[src/rtl/output_arbiter_if.sv]
// rtl/output_arbiter_if.sv - request/flit/grant bundle between crossbar inputs and one output arbiter
interface output_arbiter_if #(
  parameter int PORTS = 4
) ();
  localparam int IW = $clog2(PORTS);

  logic [PORTS-1:0] hdr_req;
  logic [PORTS-1:0] flit_valid;
  logic [PORTS-1:0] flit_tail;
  logic             dn_ack;
  logic [PORTS-1:0] grant;
  logic [IW-1:0]    grant_idx;

  modport master (
    output hdr_req, flit_valid, flit_tail, dn_ack,
    input  grant, grant_idx
  );

  modport slave (
    input  hdr_req, flit_valid, flit_tail, dn_ack,
    output grant, grant_idx
  );
endinterface

[src/rtl/output_arbiter.sv]
// rtl/output_arbiter.sv - round-robin wormhole arbiter for one crossbar output, with stall watchdog
module output_arbiter #(
  parameter int PORTS     = 4,
  parameter int MAX_STALL = 64,
  parameter int CNT_W     = 16
) (
  input  logic               clk,
  input  logic               rst,
  output_arbiter_if.slave    arb,
  output logic               busy,
  output logic               pkt_done,
  output logic               timeout,
  output logic [CNT_W-1:0]   pkt_count
);
  localparam int IW = $clog2(PORTS);
  localparam int SW = (MAX_STALL < 1) ? 1 : $clog2(MAX_STALL + 1);
  localparam logic [SW-1:0] STALL_SAT  = SW'(MAX_STALL);
  localparam logic [SW-1:0] STALL_LAST = SW'((MAX_STALL < 1) ? 0 : MAX_STALL - 1);

  typedef enum logic {IDLE, LOCKED} state_t;

  state_t           state, state_nxt;
  logic [IW-1:0]    owner, owner_nxt;
  logic [IW-1:0]    ptr, ptr_nxt;
  logic [SW-1:0]    stall_cnt, stall_nxt;
  logic [CNT_W-1:0] cnt_nxt;
  logic             done_nxt, tmo_nxt;
  logic [IW-1:0]    winner;
  logic             found;
  logic             move, stall_exp;

  // Scan starts at ptr so the previous owner is considered last.
  always_comb begin
    logic [IW-1:0] idx;
    winner = '0;
    found  = 1'b0;
    idx    = '0;
    for (int k = 0; k < PORTS; k++) begin
      idx = ptr + IW'(k);
      if (!found && arb.hdr_req[idx]) begin
        winner = idx;
        found  = 1'b1;
      end
    end
  end

  assign move      = arb.flit_valid[owner] && arb.dn_ack;
  assign stall_exp = (MAX_STALL != 0) && (stall_cnt == STALL_LAST);

  always_ff @(posedge clk or posedge rst) begin
    if (rst) begin
      state     <= IDLE;
      owner     <= '0;
      ptr       <= '0;
      stall_cnt <= '0;
      pkt_count <= '0;
      pkt_done  <= 1'b0;
      timeout   <= 1'b0;
    end else begin
      state     <= state_nxt;
      owner     <= owner_nxt;
      ptr       <= ptr_nxt;
      stall_cnt <= stall_nxt;
      pkt_count <= cnt_nxt;
      pkt_done  <= done_nxt;
      timeout   <= tmo_nxt;
    end
  end

  always_comb begin
    state_nxt = state;
    owner_nxt = owner;
    ptr_nxt   = ptr;
    stall_nxt = stall_cnt;
    cnt_nxt   = pkt_count;
    done_nxt  = 1'b0;
    tmo_nxt   = 1'b0;
    case (state)
      IDLE: begin
        if (found && arb.dn_ack) begin
          state_nxt = LOCKED;
          owner_nxt = winner;
          stall_nxt = '0;
        end
      end
      LOCKED: begin
        // A tail move takes precedence over an expiring watchdog.
        if (move) begin
          if (arb.flit_tail[owner]) begin
            state_nxt = IDLE;
            ptr_nxt   = owner + IW'(1);
            done_nxt  = 1'b1;
            cnt_nxt   = pkt_count + CNT_W'(1);
          end else begin
            stall_nxt = '0;
          end
        end else if (stall_exp) begin
          state_nxt = IDLE;
          ptr_nxt   = owner + IW'(1);
          tmo_nxt   = 1'b1;
        end else if (stall_cnt != STALL_SAT) begin
          stall_nxt = stall_cnt + SW'(1);
        end
      end
    endcase
  end

  // Grant is gated by rst so it drops with the asynchronous reset even while requests persist.
  always_comb begin
    arb.grant     = '0;
    arb.grant_idx = '0;
    busy          = 1'b0;
    if (!rst) begin
      if (state == LOCKED) begin
        arb.grant[owner] = 1'b1;
        arb.grant_idx    = owner;
        busy             = 1'b1;
      end else if (found) begin
        arb.grant[winner] = 1'b1;
        arb.grant_idx     = winner;
      end
    end
  end
endmodule

[src/flat_wrapper.sv]
// flat-port wrapper written by rule: the top's interface ports become plain ports
module output_arbiter_flat 
#(
  parameter int PORTS     = 4,
  parameter int MAX_STALL = 64,
  parameter int CNT_W     = 16
)
  (clk, rst, busy, pkt_done, timeout, pkt_count, arb_hdr_req, arb_flit_valid, arb_flit_tail, arb_dn_ack, arb_grant, arb_grant_idx);
  output_arbiter_if #(.PORTS(PORTS)) arb_i ();
  input  logic clk;
  input  logic rst;
  output logic busy;
  output logic pkt_done;
  output logic timeout;
  output logic [CNT_W-1:0] pkt_count;
  input wire logic [$bits(arb_i.hdr_req)-1:0] arb_hdr_req;
  input wire logic [$bits(arb_i.flit_valid)-1:0] arb_flit_valid;
  input wire logic [$bits(arb_i.flit_tail)-1:0] arb_flit_tail;
  input wire logic [$bits(arb_i.dn_ack)-1:0] arb_dn_ack;
  output wire logic [$bits(arb_i.grant)-1:0] arb_grant;
  output wire logic [$bits(arb_i.grant_idx)-1:0] arb_grant_idx;
  assign arb_i.hdr_req = arb_hdr_req;
  assign arb_i.flit_valid = arb_flit_valid;
  assign arb_i.flit_tail = arb_flit_tail;
  assign arb_i.dn_ack = arb_dn_ack;
  assign arb_grant = arb_i.grant;
  assign arb_grant_idx = arb_i.grant_idx;
  output_arbiter #(.PORTS(PORTS), .MAX_STALL(MAX_STALL), .CNT_W(CNT_W)) u_core (.clk(clk), .rst(rst), .arb(arb_i), .busy(busy), .pkt_done(pkt_done), .timeout(timeout), .pkt_count(pkt_count));
endmodule
[config.mk]
export PLATFORM = sky130hd
export DESIGN_NAME = output_arbiter_flat
export DESIGN_NICKNAME = d
export VERILOG_FILES = /design/src/rtl/output_arbiter_if.sv /design/src/rtl/output_arbiter.sv /design/src/flat_wrapper.sv
export SDC_FILE = /design/constraint.sdc
export NUM_CORES = 1
export LEC_CHECK = 0
export ABC_AREA = 1
export CAP_MARGIN = 20
export CORE_ASPECT_RATIO = 1.75
export CORE_MARGIN = 10
export CORE_UTILIZATION = 35
export DETAILED_ROUTE_END_ITERATION = 6
export HOLD_SLACK_MARGIN = 0.1
export PLACE_DENSITY_LB_ADDON = 0.1
export SETUP_SLACK_MARGIN = 0.2
export SYNTH_ARGS = -nofsm -noshare
export SYNTH_HDL_FRONTEND = slang
export SYNTH_SLANG_ARGS = --single-unit
[constraint.sdc]
create_clock -name clk -period 2.1 [get_ports clk]
set_input_delay 0.21 -clock clk [delete_from_list [all_inputs] [get_ports clk]]
set_output_delay 0.21 -clock clk [all_outputs]
set_load 0.01 [all_outputs]
==> impl_metrics.csv <==
group,metric,value,unit
worst_setup_path,path_delay_family,"simple AND/OR/NAND/NOR gates",
final_layout,areaGrowthSynthToFinish,38.7,%
timing,layout_worst_path_cycle_share,98.4,%
timing,slew_violations,0,
synth,ys_warn_count,0,
detailed_routing,drt_iter0_markers,89,
detailed_routing,vias,2143,
timing,setup_viol,0,
clock_tree,htreeDepth,2,
worst_setup_path,critical_path_arrival,1.86,ns
timing,layout_setup_ws,0.0342,ns
floorplan,core_area,5930,um^2
worst_setup_path,cpMostUsedCell,"nand2_1",
worst_hold_path,hold_class,"in -> async",
worst_setup_path,crit_fanout,6,
global_route,overflow,0,
power,peakVddDrop,547,uV
synth,synth_area,2150,um^2
detailed_routing,ant_nets,0,
detailed_routing,wl,5.92,mm
synth,syn_nets,336,
global_route,antenna_found_initial,0,
global_route,grt_usage,12.8,%
floorplan,fp.dieArea,9810,um^2
power,seqPwrFrac,25.7,%
worst_setup_path,cp.required,1.89,ns
final_layout,nets,403,
power,p_total,3.81,mW
detailed_routing,dr.pass1.iters,4,
power,clkPwrFrac,12.8,%
timing,clock_skew,0.00501,ns
synth,yosys_register_bits,30,
synth,yosysUniqueCellTypes,32,
timing,worst_slew_margin_rel,68.7,%
place,gp_congestion,0.806,
floorplan,die_y,124,um
clock_tree,cts_root_buffer,"clkbuf_8",
synth,seq_area_frac_synth,34.9,%
synth,synth.avg_cell_area,6.85,um^2
worst_setup_path,end_kind,"primary output",
detailed_routing,route.detailed.drc,0,
clock_tree,clkSinkCount,30,
worst_setup_path,path_cells,"buf_4, nand2_1, nand2_2, nand2_1, nand2_1, nand2_1, nand2_1, nand2_2, nand3_4, nand2_2, inv_2, nor2_1, buf_2",
clock_tree,cts_hold_buffers,0,
worst_setup_path,critPathKind,"reg -> out",
power,intPower,2.05,mW
place,dp_hpwl,4.58,mm
final_layout,num_antenna_cells,0,
worst_setup_path,cpPeakStageDelay,0.48,ns
clock_tree,cts_buffer_depth,2,
clock_tree,cts_tree,"built",
outcome,status,"complete, no violations",
final_layout,design_area,2980,um^2
timing,period_needed,2.07,ns
timing,whs,0.417,ns
floorplan,rows,37,
power,power_leakage,1.46,nW
worst_setup_path,cp_num_buf_inv,3,
global_route,grt_max_degree,27,
run,drv_cap,0,
worst_setup_path,start_kind,"flip-flop",
timing,rsz0062_at_grt,"yes",
global_route,grt_pass1_wl,10.1,mm
timing,worst_slew_pin_slew,0.466,ns
place,pre_cts_ws,-0.308,ns
global_route,first_global_vias,2264,
place,io_buffers,39,
clock_tree,cts.clk_slew.worst_paths,0.07,ns
floorplan,start_util,36.3,%
power,powerDensity,1280,nW/um^2
floorplan,pin_count,40,
timing,finalSetupTns,0,ns
power,combPwrFrac,61.5,%
floorplan,die_x,79.3,um
detailed_routing,post_drt_wl_per_cell,12.9,um
clock_tree,cts_buffers,5,
clock_tree,worst_skew_pair.late_latency,0.28,ns
final_layout,post_route_cells_drive_above_1_share,20.9,%
power,power.switching,1.76,mW
worst_setup_path,cp_slowest_cell,"dfrtp_2",
synth,synthesis.instances,314,
timing,fmax,484,MHz
power,switching_share,46.1,%
timing,hold_violations,0,
place,dpl_cell_area,2740,um^2
detailed_routing,viasPerCell,4.66,
## tightest hold or removal path, stage by stage
cell,delay [ns]
clkdlybuf4s50_1,0.48
inv_1,0.17
buf_4,0.17
## power groups by stage
stage               logic, mW  registers [mW]  clock network (mW)
finish                   2.34           0.978               0.488
global route             2.62            1.02               0.529
CTS                      2.25           0.978               0.512
detailed placement       2.07           0.973                   0
global placement         2.06           0.975                   0
floorplan                1.21           0.958                   0
## cell usage after synthesis
cell type / number / area (um^2)
a21boi_0: 1 / 7.51
a21oi_1: 2 / 10.0
and2_1: 1 / 6.26
and3_1: 1 / 6.26
buf_2: 2 / 10.0
buf_4: 2 / 15.0
buf_6: 1 / 11.3
clkinv_1: 1 / 3.75
dfrtp_1: 30 / 751
ha_1: 7 / 87.6
inv_1: 28 / 105
inv_2: 3 / 11.3
inv_4: 1 / 6.26
nand2_1: 114 / 428
nand2_2: 4 / 25.0
nand2_4: 4 / 45.0
nand3_1: 30 / 150
nand3_2: 1 / 10.0
nand3_4: 1 / 17.5
nand4_1: 6 / 37.5
nor2_1: 32 / 120
nor2_2: 1 / 6.26
nor3_1: 7 / 35.0
nor3_2: 1 / 10.0
nor4_1: 2 / 12.5
o21a_1: 1 / 7.51
o21ai_0: 8 / 40.0
o21ai_1: 3 / 15.0
o21bai_1: 2 / 15.0
or2_2: 1 / 6.26
xnor2_1: 5 / 43.8
xor2_1: 11 / 96.3
## repair_timing
item | CTS | global route
setup endpoints to repair | 7 | 16
gates cloned | 1 | 0
setup buffers | 7 | 1
pin swaps | 13 | 7
gates resized for setup | 47 | 13
## cell families after synthesis
group | share of synthesized area, %
simple gates | 42.6
buf+inv | 7.56
flops | 34.9
compound gates | 4.42
xor+xnor | 6.51
fa+ha+maj | 4.07
## metrics by stage
| step | cells | utilization (%) |
|---|---|---|
| floorplan | 314 | - |
| global placement | 443 | 46.3 |
| detailed placement | 443 | 46.3 |
| CTS | 459 | 49.3 |
| global route | 460 | 50.4 |
| finish | 460 | 50.4 |
## flip-flops by register name (all words and copies together) (netlist names)
register and cells:
u_core.state 1, u_core.ptr 2, u_core.stall_cnt 7, u_core.pkt_count 16
u_core.owner 2, u_core.timeout 1, u_core.pkt_done 1
## cell usage in the layout, fill, tap and decap left out, types with 3 or more instances in the layout
cell and instances:
nand2_1 101, clkdlybuf4s50_1 33, nor2_1 31, dfrtp_1 28
inv_1 27, nand3_1 25, buf_4 22, nand2_2 14
xor2_1 11, o21ai_0 8, nand2_4 7, nor3_1 7
ha_1 7, nand4_1 6, clkbuf_8 6, buf_2 6
xnor2_1 5, nand3_2 5, inv_2 3, o21ai_1 3
## layer usage
layer,vias to the layer above,GRT usage [%],routed length (um)
li1,1125,-,-
met1,973,12.0,2240
met2,31,24.7,3300
met3,14,3.17,224
met4,0,6.19,158
met5,-,0,0
## cell type report
type	instances	area, um^2
Timing Repair inverter	1	7.51
Inverter	33	130
Timing Repair Buffer	64	568
Fill cell	639	2940
Tap cell	78	97.6
Clock buffer	7	86.3
Clock inverter	1	5.00
Sequential cell	30	753
Multi-Input combinational cell	246	1340
## worst paths after layout
path / startpoint / endpoint / slack [ns] / depth (start not counted)
hold reg to reg: u_core.stall_cnt[6] / u_core.stall_cnt[6] / 0.49 / 2
hold / removal: rst / u_core.stall_cnt[5] / 0.42 / 3
min in group clk: u_core.stall_cnt[6] / u_core.stall_cnt[6] / 0.49 / 2
setup reg to reg: u_core.ptr[0] / u_core.stall_cnt[1] / 0.21 / 14
max in group asynchronous: rst / u_core.ptr[0] / 1.29 / 3
setup / recovery: u_core.ptr[0] / arb_grant[3] / 0.03 / 13
Note: power is estimated with default switching activity, not from simulation.
